`src/rtl/tt_scan_pkg.sv`:
```
// Shared types and constants for the tt_dpll scan-chain master.
// The CAPT/UNLOAD states exist only when TT_SCAN_CAPTURE_EN is defined.
package tt_scan_pkg;

    localparam int TT_SCAN_CHAIN_LEN_DEFAULT = 64;

`ifdef TT_SCAN_CAPTURE_EN
    typedef enum logic [2:0] {
        ST_IDLE   = 3'd0,
        ST_SHIFT  = 3'd1,
        ST_CAPT   = 3'd2,
        ST_UNLOAD = 3'd3,
        ST_DONE   = 3'd4
    } tt_scan_state_e;
`else
    typedef enum logic [2:0] {
        ST_IDLE   = 3'd0,
        ST_SHIFT  = 3'd1,
        ST_DONE   = 3'd4
    } tt_scan_state_e;
`endif

endpackage

```
`src/rtl/tt_scan_shreg.sv`:
```
// Parallel-load shift register feeding the chain, plus the capture register
// collecting bits returned from the end of the chain.
module tt_scan_shreg
    import tt_scan_pkg::*;
#(
    parameter int CHAIN_LEN = TT_SCAN_CHAIN_LEN_DEFAULT
) (
    input  logic                 i_clk,
    input  logic                 i_rst_n,
    input  logic                 i_load,
    input  logic                 i_clr_cap,
    input  logic                 i_shift,
    input  logic [CHAIN_LEN-1:0] i_load_data,
    input  logic                 i_scan_in,
    output logic                 o_scan_bit,
    output logic [CHAIN_LEN-2:0] o_creg
);

    localparam int CW = CHAIN_LEN - 1;

    logic [CHAIN_LEN-1:0] sreg_q, sreg_d;
    // Only the first CHAIN_LEN-1 samples are stored; the last sample of a
    // burst goes straight into the output word together with these.
    logic [CW-1:0]        creg_q, creg_d;

    always_comb begin
        sreg_d = sreg_q;
        creg_d = creg_q;
        if (i_load) begin
            sreg_d = i_load_data;
        end else if (i_shift) begin
            sreg_d = {1'b0, sreg_q[CHAIN_LEN-1:1]};
        end
        if (i_clr_cap) begin
            creg_d = '0;
        end else if (i_shift) begin
            creg_d = CW'({i_scan_in, creg_q} >> 1);
        end
    end

    always_ff @(posedge i_clk or negedge i_rst_n) begin
        if (!i_rst_n) begin
            sreg_q <= '0;
            creg_q <= '0;
        end else begin
            sreg_q <= sreg_d;
            creg_q <= creg_d;
        end
    end

    assign o_scan_bit = sreg_q[0];
    assign o_creg     = creg_q;

endmodule

```
`src/rtl/tt_scan_ctrl.sv`:
```
// Scan-chain master for tt_dpll: loads a CHAIN_LEN-bit vector and returns the
// previous chain contents. Optional functional capture cycle: TT_SCAN_CAPTURE_EN.
module tt_scan_ctrl
    import tt_scan_pkg::*;
#(
    parameter int CHAIN_LEN = TT_SCAN_CHAIN_LEN_DEFAULT
) (
    input  logic                 i_clk_gen,
    input  logic                 i_rst_n,
    input  logic                 i_start,
`ifdef TT_SCAN_CAPTURE_EN
    input  logic                 i_capture,
`endif
    input  logic [CHAIN_LEN-1:0] i_wdata,
    output logic                 o_busy,
    output logic                 o_done,
    output logic [CHAIN_LEN-1:0] o_rdata,
    output logic                 o_scan_en,
    output logic                 o_scan_out,
    input  logic                 i_scan_in,
    output logic [2:0]           o_dbg_state
);

    localparam int               CNT_W    = $clog2(CHAIN_LEN + 1);
    localparam logic [CNT_W-1:0] CNT_LAST = CNT_W'(CHAIN_LEN - 1);

    // Handshake: i_start is a request taken only in IDLE (otherwise dropped,
    // never queued); o_done pulses one cycle and o_rdata then holds until the
    // next o_done.
    tt_scan_state_e       state_q, state_d;
    logic [CNT_W-1:0]     cnt_q, cnt_d;
    logic                 busy_q, busy_d;
    logic                 done_q, done_d;
    logic                 scan_en_q, scan_en_d;
    logic [CHAIN_LEN-1:0] rdata_q, rdata_d;

    logic                 sh_load;
    logic                 sh_clr;
    logic                 sh_shift;
    logic [CHAIN_LEN-1:0] sh_data;
    logic [CHAIN_LEN-2:0] creg;
    logic                 go_capt;

`ifdef TT_SCAN_CAPTURE_EN
    logic                 cap_q, cap_d;
    logic [CHAIN_LEN-1:0] wcopy_q, wcopy_d;

    // Only the first burst of a capture operation leads into CAPT.
    assign go_capt = (state_q == ST_SHIFT) && cap_q;
`else
    assign go_capt = 1'b0;
`endif

    always_comb begin
        state_d   = state_q;
        cnt_d     = cnt_q;
        busy_d    = 1'b0;
        done_d    = 1'b0;
        scan_en_d = 1'b0;
        rdata_d   = rdata_q;
        sh_load   = 1'b0;
        sh_clr    = 1'b0;
        sh_shift  = 1'b0;
        sh_data   = i_wdata;
`ifdef TT_SCAN_CAPTURE_EN
        cap_d     = cap_q;
        wcopy_d   = wcopy_q;
`endif
        case (state_q)
            ST_IDLE: begin
                if (i_start) begin
                    sh_load   = 1'b1;
                    sh_clr    = 1'b1;
                    cnt_d     = '0;
                    busy_d    = 1'b1;
                    scan_en_d = 1'b1;
                    state_d   = ST_SHIFT;
`ifdef TT_SCAN_CAPTURE_EN
                    cap_d     = i_capture;
                    wcopy_d   = i_wdata;
`endif
                end
            end
`ifdef TT_SCAN_CAPTURE_EN
            ST_SHIFT, ST_UNLOAD: begin
`else
            ST_SHIFT: begin
`endif
                sh_shift = 1'b1;
                cnt_d    = cnt_q + 1'b1;
                if (cnt_q != CNT_LAST) begin
                    busy_d    = 1'b1;
                    scan_en_d = 1'b1;
                end else if (go_capt) begin
                    busy_d  = 1'b1;
`ifdef TT_SCAN_CAPTURE_EN
                    state_d = ST_CAPT;
`endif
                end else begin
                    done_d  = 1'b1;
                    rdata_d = {i_scan_in, creg};
                    state_d = ST_DONE;
                end
            end
`ifdef TT_SCAN_CAPTURE_EN
            ST_CAPT: begin
                // Scan enable is low for this edge, so the chain captures its
                // functional state while sreg is rearmed with the same vector.
                sh_load   = 1'b1;
                sh_data   = wcopy_q;
                cnt_d     = '0;
                busy_d    = 1'b1;
                scan_en_d = 1'b1;
                state_d   = ST_UNLOAD;
            end
`endif
            ST_DONE: begin
                state_d = ST_IDLE;
            end
            default: begin
                state_d = ST_IDLE;
            end
        endcase
    end

    always_ff @(posedge i_clk_gen or negedge i_rst_n) begin
        if (!i_rst_n) begin
            state_q   <= ST_IDLE;
            cnt_q     <= '0;
            busy_q    <= 1'b0;
            done_q    <= 1'b0;
            scan_en_q <= 1'b0;
            rdata_q   <= '0;
`ifdef TT_SCAN_CAPTURE_EN
            cap_q     <= 1'b0;
            wcopy_q   <= '0;
`endif
        end else begin
            state_q   <= state_d;
            cnt_q     <= cnt_d;
            busy_q    <= busy_d;
            done_q    <= done_d;
            scan_en_q <= scan_en_d;
            rdata_q   <= rdata_d;
`ifdef TT_SCAN_CAPTURE_EN
            cap_q     <= cap_d;
            wcopy_q   <= wcopy_d;
`endif
        end
    end

    tt_scan_shreg #(
        .CHAIN_LEN (CHAIN_LEN)
    ) u_shreg (
        .i_clk       (i_clk_gen),
        .i_rst_n     (i_rst_n),
        .i_load      (sh_load),
        .i_clr_cap   (sh_clr),
        .i_shift     (sh_shift),
        .i_load_data (sh_data),
        .i_scan_in   (i_scan_in),
        .o_scan_bit  (o_scan_out),
        .o_creg      (creg)
    );

    assign o_busy      = busy_q;
    assign o_done      = done_q;
    assign o_scan_en   = scan_en_q;
    assign o_rdata     = rdata_q;
    assign o_dbg_state = state_q;

endmodule
```
`config.mk`:
```
export PLATFORM = sky130hd
export DESIGN_NAME = tt_scan_ctrl
export DESIGN_NICKNAME = d
export VERILOG_FILES = /design/src/rtl/tt_scan_pkg.sv /design/src/rtl/tt_scan_shreg.sv /design/src/rtl/tt_scan_ctrl.sv
export SDC_FILE = /design/constraint.sdc
export NUM_CORES = 1
export LEC_CHECK = 0
export ABC_CLOCK_PERIOD_IN_PS = 1900
export CORE_MARGIN = 1.5
export CORE_UTILIZATION = 47
export DETAILED_ROUTE_END_ITERATION = 6
export PLACE_DENSITY = 0.75
export SKIP_CTS_REPAIR_TIMING = 1
export SYNTH_ARGS = -nofsm -noshare
export SYNTH_HDL_FRONTEND = slang
export SYNTH_SLANG_ARGS = --single-unit
export TNS_END_PERCENT = 50
```
`constraint.sdc`:
```
create_clock -name i_clk_gen -period 1.9 [get_ports i_clk_gen]
set_input_delay 0.285 -clock i_clk_gen [delete_from_list [all_inputs] [get_ports i_clk_gen]]
set_output_delay 0.285 -clock i_clk_gen [all_outputs]
set_load 0.1 [all_outputs]
```
Word level (Yosys, flattened, before mapping)
Index checks and enable logic that the tools add are counted.
Word-level totals
  register bits after elaboration: 203
  input bits: 68
  output and inout bits: 71
  word-level logic and storage cells: 35
Cells by class
  add/sub/neg operators: 1
  eq/ne operators: 4
  mux-type cells: 16
  bitwise gates (word level): 1
  reductions and logical operators: 6
Operators with widths (count)
  64-bit 2-to-1 mux: 2
  63-bit 2-to-1 mux: 2
  7-bit case mux with 2 select lines: 1
  7-bit by 1-bit adder with 7-bit output, second input constant: 1
  7-bit 2-to-1 mux: 1
  7-bit by 6-bit inequality test with 1-bit output, second input constant: 1
  1-bit 2-to-1 mux: 6
  3-bit 2-to-1 mux: 2
  3-bit case mux with 2 select lines: 1
  2-bit AND reduction: 3
  2-bit inequality test, second input constant: 2
  2-bit nonzero test: 2
  3-bit by 1-bit == test with 1-bit output, second input constant: 1
  3-bit logical NOT: 1
  1-bit case mux with 2 select lines: 1
  1-bit NOT: 1

Logic depth before layout (Yosys ltp)
  depth after elaboration: 4
  mapped depth: 6

By module
From an unflattened synthesis, not the netlist that was laid out.
Second synthesis, totals
  cell total of the unflattened synthesis: 664
  area total of the unflattened synthesis: 8394.3 um^2
Modules (own cells, without submodules)
  tt_scan_shreg: times used 1, cells each 480, area each 5485.3 um^2, sequential area each 3178.0 um^2
  tt_scan_ctrl: times used 1, cells each 184, area each 2909.0 um^2, sequential area each 1876.8 um^2

Least setup slack after synthesis
OpenSTA, ideal clock, no wires.
  path type: flip-flop to flip-flop
  start point: register state_q[0] (netlist: o_dbg_state[0])
  end point: register rdata_q[0] (netlist: o_rdata[0])
  setup time: 0.125 ns
  data arrival time: 2.288 ns
  setup slack: -0.514 ns
  stages on the path, launching flop included: 5
  clock period less this slack: 2.414 ns
  cells stage by stage: dfrtp_1 > nand3b_1 > nor4_4 > buf_6 > mux2_2
Between the ends
  cells in the longest elaborated chain, start to end: 2
Ends and longest elaborated chain
  from (decl): RTL line tt_scan_ctrl.sv:30  | tt_scan_state_e state_q, state_d;
  from (signal assigned): RTL line tt_scan_ctrl.sv:139  | state_q <= state_d;
  3-bit by 1-bit == test with 1-bit output: RTL line tt_scan_ctrl.sv:69  | case (state_q)
  2-bit AND reduction (no line)
  to (signal assigned): RTL line tt_scan_ctrl.sv:144  | rdata_q <= rdata_d;
  to (decl): RTL line tt_scan_ctrl.sv:35  | logic [CHAIN_LEN-1:0] rdata_q, rdata_d;
No other way between the ends.
A chain may end at the register's enable or synchronous reset.

Worst setup path after layout
  start point: register cnt_q[0]
  end point: register rdata_q[20] (netlist: o_rdata[20])
Between the ends
  cells in the longest elaborated chain, start to end: 3
Ends and longest elaborated chain
  from (decl): RTL line tt_scan_ctrl.sv:31  | logic [CNT_W-1:0] cnt_q, cnt_d;
  from (signal assigned): RTL line tt_scan_ctrl.sv:140  | cnt_q <= cnt_d;
  7-bit by 6-bit inequality test with 1-bit output: RTL line tt_scan_ctrl.sv:91  | if (cnt_q != CNT_LAST) begin
  1-bit NOT (no line)
  2-bit AND reduction (no line)
No other way between the ends.

==> run_results.csv <==
group,metric,value,unit
power,clockPowerShare,45.2,%
placement,dp_hpwl,10.74,mm
worst_setup_path,critPathArrivalTime,2320,ps
timing,slew_viol_final,0,
placement,place_congestion,0.8074,
power,pwr-share-comb,3.9,%
worst_setup_path,crit_chain,"ha_2, nand3b_1, nor4_4, buf_4, clkbuf_16, mux2_1",
placement,port-buffer-count,137,
worst_setup_path,startpoint_type,"flop",
timing,fmax,512.4,MHz
route,post_drt_wl_per_cell,17.47,um
power,p_per_area,842.5,nW/um^2
synthesis,yosys.area.top_type_share,64.07,%
power,p_switching,1766,uW
synthesis,yosysWarnings,0,
min_path,hp-class,"input pin to async pin",
worst_setup_path,critical_path.top_delay_family,"flip-flops",
power,swShare,20.31,%
timing,post-route-period-util,102.7,%
global_route,grtUsageTotal,18.93,%
finish,final_cell_mix,"200 x dfrtp_1, 81 x buf_4, 70 x o21ai_0, 66 x nand2_1, 66 x clkdlybuf4s50_1",
run,cap_viol_max_count,0,
floorplan,rows,47,
global_route,grt_max_degree,66,
worst_setup_path,critPathRequiredTime,2270,ps
power,ir_drop,0.6433,mV
timing,fin_skew,18.80,ps
floorplan,start_util,47.92,%
route,drcViolationCount,0,
timing,hold_viol_final,0,
timing,rsz0062_at_grt,"true",
synthesis,synth_area,7890,um^2
timing,worst_hold_slack,344.5,ps
finish,diodes,0,
floorplan,ios,139,
global_route,grt_pass1_wl,27.72,mm
finish,final_nets,823,
floorplan,die_height,132.6,um
synthesis,syn_nets,683,
outcome,status,"finished, violations left",
clock_tree,clk_latency,490,ps
finish,layout_commonest_cell,"dfrtp_1",
synthesis,ys_ff_latch,202,
worst_setup_path,crit_fanout,11,
timing,finalSetupViolations,60,
power,internal_power,6929,uW
synthesis,netlist_instances,614,
outcome,violations,"negative setup slack",
worst_setup_path,cp_slowest_stage_delay,430,ps
route,viasPerCell,5.560,
synthesis,syn_area_per_cell,12.85,um^2
finish,regArea,5062,um^2
worst_setup_path,worstSetupPathType,"flop to flop",
clock_tree,htreeDepth,1,
global_route,grt_pass1_vias,5491,
clock_tree,cts.sinks,202,
clock_tree,cts_inserted_buffers,20,
global_route,grt_overflow,0,
worst_setup_path,slowest_stage,"dfrtp_1",
clock_tree,clock_path_buffers,3,
power,power.leakage,0.004747,uW
synthesis,ys_seq_area_share,64.07,%
route,wirelength,17.22,mm
power,power_frac_seq,50.9,%
route,vias,5482,
route,antenna_left,0,
finish,multi_input_area,2629,um^2
synthesis,ys_types,31,
worst_setup_path,endpoint_kind,"flop",
placement,place_ws,28.84,ps
power,power,8695,uW
finish,drive_above_1_share,24.93,%
floorplan,core-area,16470,um^2
worst_setup_path,crit_buf_inv,2,
route,first_pass_iters,5,
clock_tree,path_clk_slew,60,ps
finish,area_growth,30.80,%
timing,min_period,1952,ps
finish,num-fill-cells,1247,
synthesis,yosysTopAreaCell,"dfrtp_1",
clock_tree,cts_tree,"yes",
floorplan,die_w,132.6,um
clock_tree,cts-root-buf,"clkbuf_16",
synthesis,synth_area_leaders,"dfrtp_1 64%, a22o_1 7.1%, mux2_2 7.0%, a22oi_1 6.0%, o21ai_0 4.4%",
route,initialDrtViolationCount,330,
global_route,grt_antenna_before_repair,0,
timing,finalWorstSetupSlack,-51.70,ps
floorplan,die-area,17570,um^2
## logic make-up (layout without fill, tap and decap cells)
logic type | count (synthesis) | count (layout) | synth area share [%]
AOI/OAI and AO/OA | 205 | 205 | 18.17
buffers and inverters | 53 | 205 | 3.219
and+or+nand+nor | 86 | 86 | 4.948
muxes | 66 | 66 | 9.388
adders and majority gates | 1 | 1 | 0.1586
other | 1 | 1 | 0.04753
DFF | 202 | 202 | 64.07
## flip-flops by register name (all words and copies together) (netlist names)
signal          flops
o_rdata            64
u_shreg.sreg_q     64
u_shreg.o_creg     63
cnt_q               7
o_dbg_state         2
o_done              1
o_scan_en           1
## Yosys cell counts
library cell and count:
nand2_1 66, o41ai_1 1, nand3b_1 2, mux2i_1 2, o311ai_0 1, o21bai_1 1, or3b_2 1, nor3b_1 1
or4_1 1, mux2_1 15, nor2b_1 7, inv_1 2, clkbuf_1 36, nor3_1 3, dfrtp_1 202, nand2b_1 1
a22oi_1 63, a22o_1 64, buf_4 2, o21ai_0 70, or3_1 1, buf_6 6, nor4_4 1, ha_1 1
nand3_1 1, mux2_2 49, a21oi_1 5, nand4_1 1, buf_2 2, conb_1 1, buf_1 5
## area by class of cell
class	count	area share, %
Inverter	2	0.07274
Sequential cell	202	49.05
Timing Repair Buffer	169	16.32
Clock inverter	6	0.8851
Multi-Input combinational cell	359	25.47
Clock buffer	28	5.529
Tap cell	220	2.667
## power by group through the flow
stage	clock [uW]	sequential (uW)	combinational, uW
after floorplan	0	4490	76.4
after global placement	0	4500	336
after detailed placement	0	4500	344
after CTS	4030	4420	348
after global routing	4200	4430	375
final	3930	4420	340
## layer usage
metal | share of wire [%] | GRT usage [%]
met1 | 44 | 26.21
met2 | 50 | 30.80
met3 | 4.2 | 3.103
met4 | 2.2 | 6.166
met5 | 0 | 0
## per-stage QoR
stage                     utilization, %  cell area [um^2]  TNS [ps]  instances
after floorplan                        -              7905     -8530        614
after global placement             57.71              9503         0        944
after detailed placement           57.71              9503         0        944
final                              62.67             10320     -1616        986
after global routing               62.67             10320     -7466        986
after CTS                          61.73             10160    -384.7        978
## final timing paths
check                                   start            endpoint  slack (ps)  depth (start not counted)
hold / removal                        i_rst_n         o_rdata[17]         340                          2
max in group asynchronous             i_rst_n  u_shreg.o_creg[56]         950                          3
setup reg to reg                     cnt_q[0]         o_rdata[20]         -50                          6
hold reg to reg            u_shreg.sreg_q[28]  u_shreg.sreg_q[28]         480                          2
min in group i_clk_gen            i_wdata[63]  u_shreg.sreg_q[63]         380                          3
setup / recovery                     cnt_q[0]         o_rdata[20]         -50                          6
Note: power is estimated with default switching activity, not from simulation.
==> edit 1, RTL diff (same settings) <==
The package constant `TT_SCAN_CHAIN_LEN_DEFAULT` goes from 64 to 128.
--- a/src/rtl/tt_scan_pkg.sv
+++ b/src/rtl/tt_scan_pkg.sv
@@ -4,3 +4,3 @@
 
-    localparam int TT_SCAN_CHAIN_LEN_DEFAULT = 64;
+    localparam int TT_SCAN_CHAIN_LEN_DEFAULT = 128;
 
Ports: changed (resized i_wdata and o_rdata); port bits go from 139 to 267. The function was not compared with the original's and may differ.
==> edit 1 against the unedited design <==
Sequential cell count is 193 higher. First-iteration DRC count is 130% higher. Synthesized area is 94% higher. Die area is 92% higher. Sequential power is 96% higher. Count of clock-buffer cells in the layout is 34 higher. Maximum frequency is 3.5% higher. Final area is 96% higher. Setup slack better by 66 ps. Global-route usage is 2.5 points higher. Non-clock buffer count is 160 higher. Wire length is 110% higher. Power is 100% higher. Sequential share of layout area is 0.12 points lower.
==> edit 1: results (changes against the unedited design) <==
Root Buffer=clkbuf_16 (unchanged); global placer's final weighted congestion=0.7753 (was 0.8074); GRT met3 Usage=4.219% (was 3.103%); top cells by count, synth=dfrtp_1, nand2_1, o21ai_0, a22o_1, a22oi_1 (was dfrtp_1, o21ai_0, nand2_1, a22o_1, a22oi_1); setup slack, reg-to-reg=10 ps (was -50 ps); GRT met2 Usage=33.92% (was 30.80%); status=completed (was finished, violations left); max layer used=met5 (was met4); met2 wire length=17250 um (was 8546 um); Critical Path AT=2290 ps (was 2320 ps); R2R Path End=o_rdata[123] (was o_rdata[20]); initial antenna violation count=1 (was 0); syn_nets=1311 (was 683); mean area per synthesized cell=13.00 um^2 (was 12.85 um^2); Critical Path Fanout Max=19 (was 11); met1 usage=30.36% (was 26.21%); Worst Setup EP=o_rdata[123] (was o_rdata[20]); metal3 WL=2341 um (was 715 um); total CTS buffers=42 (was 20); Worst R2R Start=o_dbg_state[2] (was cnt_q[0]); Post-Synth Adder-Cell Area=0.08171% (was 0.1586%); Initial DRC Count=765 (was 330); layout cells sized above 1=21.66% (was 24.93%); Vias/cell=5.588 (was 5.560); drt total wl=36200 um (was 17220 um); global-route wire length before repair=58530 um (was 27720 um); Synth Area in Compound Gates=18.12% (was 18.17%); Layout Nets=1582 (was 823); Synth area leaders=dfrtp_1, mux2_1, a22o_1, a22oi_1, o21ai_0 (was dfrtp_1, a22o_1, mux2_2, a22oi_1, o21ai_0); Max Freq=0.5302 GHz (was 0.5124 GHz); antenna diode count=0 (unchanged); largest net degree at the start of global routing=75 (was 66); Met1 Routed Length=15800 um (was 7576 um); Seq pwr share=49.4% (was 50.9%); sequential fraction of the synthesis area=64.55% (was 64.07%); pre-CTS setup slack=-13.45 ps (was 28.84 ps); hold slack=251.6 ps (was 344.5 ps); P_sw=0.003657 W (was 0.001766 W); slowest stage delay, CP=480 ps (was 430 ps); gr usage total=21.39% (was 18.93%); DP Area=18540 um^2 (was 9503 um^2); CP delay by family, top=simple AND/OR/NAND/NOR gates (was flip-flops); DP HPWL=23280 um (was 10740 um); Netlist cell types=35 (was 31); DR pass1 iterations=6 (was 5); xor/xnor share of the synthesized area=0.05720% (was 0%); H-tree Lvls=2 (was 1); skew final=11.39 ps (was 18.80 ps); dpl cells=1833 (was 944); mux cell area share after synthesis=9.609% (was 9.388%)
==> edit 1: changes by cell type after synthesis, sizes merged, moves of 2 or more <==
| cell | delta |
|---|---|
| mux2 | +64 |
| clkbuf | +14 |
| o21ai | +64 |
| nand2 | +69 |
| nand2b | +2 |
| a21oi | -3 |
| buf | +37 |
| a22o | +64 |
| nor3 | -2 |
| a22oi | +63 |
| dfrtp | +193 |
| nor2b | -5 |
==> edit 1: logic make-up (layout without fill, tap and decap cells) <==
family,Yosys count,count (layout)
DFF,395,395
adders and majority gates,1,1
xor gates and xnor gates,1,1
and+or+nand+nor,152,152
buffers and inverters,104,408
muxes,131,131
AOI/OAI and AO/OA,393,393
other,1,1
==> edit 1: final cells by class <==
cell class                 instances  area [um^2]
fill                            2432        11590
sequential                       395         9892
multi-input combinational        679         5040
timing repair buffer             329         3318
clock buffer                      62         1270
tap                              435        544.3
clock inverter                    15        141.4
inverter                           2        7.507
==> edit 2, RTL diff (config.mk and constraints unchanged) <==
Without the edit above. `rdata_q` no longer has a reset.
--- a/src/rtl/tt_scan_ctrl.sv
+++ b/src/rtl/tt_scan_ctrl.sv
@@ -132,3 +132,2 @@
             scan_en_q <= 1'b0;
-            rdata_q   <= '0;
 `ifdef TT_SCAN_CAPTURE_EN
@@ -143,3 +142,2 @@
             scan_en_q <= scan_en_d;
-            rdata_q   <= rdata_d;
 `ifdef TT_SCAN_CAPTURE_EN
@@ -149,2 +147,6 @@
         end
+    end
+
+    always_ff @(posedge i_clk_gen) begin
+        rdata_q <= rdata_d;
     end
Check against the original RTL: same outputs for any inputs over 10 cycles, from zero or initial values and one cycle with i_rst_n low; that may be too few to reach the edited logic, so the function may still have changed.
==> edit 2 against the unedited design <==
Maximum frequency increased by 7.0%. Final area fell by 5.6%. Die area decreased by 4.9%. Setup slack gained 130 ps. Wire length is 13% lower. Synthesized area is 5.0% lower. Sequential cell count did not move. Synthesized cell count decreased by 11%. Via count decreased by 9.3%.
Power is not compared: it rests on default switching activity, and its combinational part moved more than twofold at a synthesized area within 25%.
==> edit 2: results (changes against the unedited design) <==
Initial DRC Count=336 (was 330); top cells by count, synth=dfrtp_1, o21ai_1, nand2_1, a22o_1, edfxtp_1 (was dfrtp_1, o21ai_0, nand2_1, a22o_1, a22oi_1); largest net degree at the start of global routing=71 (was 66); antenna diode count=0 (unchanged); total CTS buffers=21 (was 20); layout cells sized above 1=19.05% (was 24.93%); Clock Latency Late Sink=500 ps; DP Area=8996 um^2 (was 9503 um^2); syn_nets=614 (was 683); Netlist cell types=31 (unchanged); drt total wl=14900 um (was 17220 um); gr usage total=17.73% (was 18.93%); Synth area leaders=dfrtp_1, edfxtp_1, a22o_1, a22oi_1, o21ai_1 (was dfrtp_1, a22o_1, mux2_2, a22oi_1, o21ai_0); number of global-route vias before repair=4693 (was 5491); skew final=24.86 ps (was 18.80 ps); EDFF count, synth=64 (was 0); number of port buffers=137 (unchanged); global placer's final weighted congestion=0.7490 (was 0.8074); DR pass1 iterations=5 (unchanged); Longest Clk Path Bufs=3 (unchanged); global-route wire length before repair=23970 um (was 27720 um); mux cell area share after synthesis=0.1503% (was 9.388%); Max Slew Vio Count=0 (unchanged); asr flop ratio synth=68.32% (was 100.0%); status=completed (was finished, violations left); xor/xnor share of the synthesized area=0.1169% (was 0%); Synth Area in Compound Gates=19.47% (was 18.17%); DP HPWL=9076 um (was 10740 um); Post-Synth Adder-Cell Area=0.1669% (was 0.1586%); Critical Path AT=1540 ps (was 2320 ps); sequential fraction of the synthesis area=71.72% (was 64.07%); Vias/cell=5.499 (was 5.560); Layout Nets=747 (was 823); Critical Path Fanout Max=22 (was 11)
==> edit 2: worst paths after layout <==
check | startpoint | endpoint | slack [ps] | depth (start not counted)
worst max-delay path | o_dbg_state[0] | o_dbg_state[0] | 80 | 2
worst min-delay path | i_rst_n | u_shreg.sreg_q[43] | 300 | 2
worst max register to register | cnt_q[0] | o_rdata[49] | 150 | 5
worst min register to register | u_shreg.o_creg[45] | o_rdata[45] | 450 | 0
max in group asynchronous | i_rst_n | u_shreg.o_creg[44] | 950 | 3
min in group i_clk_gen | i_scan_in | o_rdata[63] | 400 | 1
==> edit 2: layout make-up <==
cell class	count	area, um^2
clock buffers	28	591.8
clock inverters	10	108.9
fillers	1101	5624
multi-input cells	298	1909
flip-flops and latches	202	5383
well taps	211	264.0
repair buffers	155	1490
==> edit 2: layer usage <==
layer | GRT usage, % | vias to the layer above | part of all wire [%]
met4 | 3.173 | 0 | 1.3
met3 | 3.840 | 16 | 6.7
li1 | - | 2302 | -
met1 | 26.83 | 2475 | 46
met2 | 26.88 | 178 | 46
met5 | 0 | - | 0
==> edit 2: kinds of logic after synthesis <==
kind of cell,after synthesis
compound gates,208
flops,202
simple gates,86
buf+inv,45
fa+ha+maj,1
other cells,1
xor+xnor,1
mux,1
==> edit 2: through the flow <==
stage / hold slack [ps] / cells / setup WS, ps
after detailed placement: 253.7 / 862 / 55.88
final: 301.4 / 904 / 76.15
after floorplan: -10.59 / 545 / -1637
after global routing: 343.5 / 904 / 23.54
after CTS: -252.2 / 900 / 73.88
after global placement: 245.1 / 862 / 133.5
==> edit 2: where the power goes <==
part           total [W]  switching (W)  internal (W)
registers        0.00654       0.000822       0.00572
logic            0.00245        0.00124       0.00120
clock network    0.00410        0.00163       0.00247
==> edit 2: critical path, stage by stage (launching register included) <==
cell and delay [ps]:
dfrtp_4 520, buf_4 310, buf_12 220
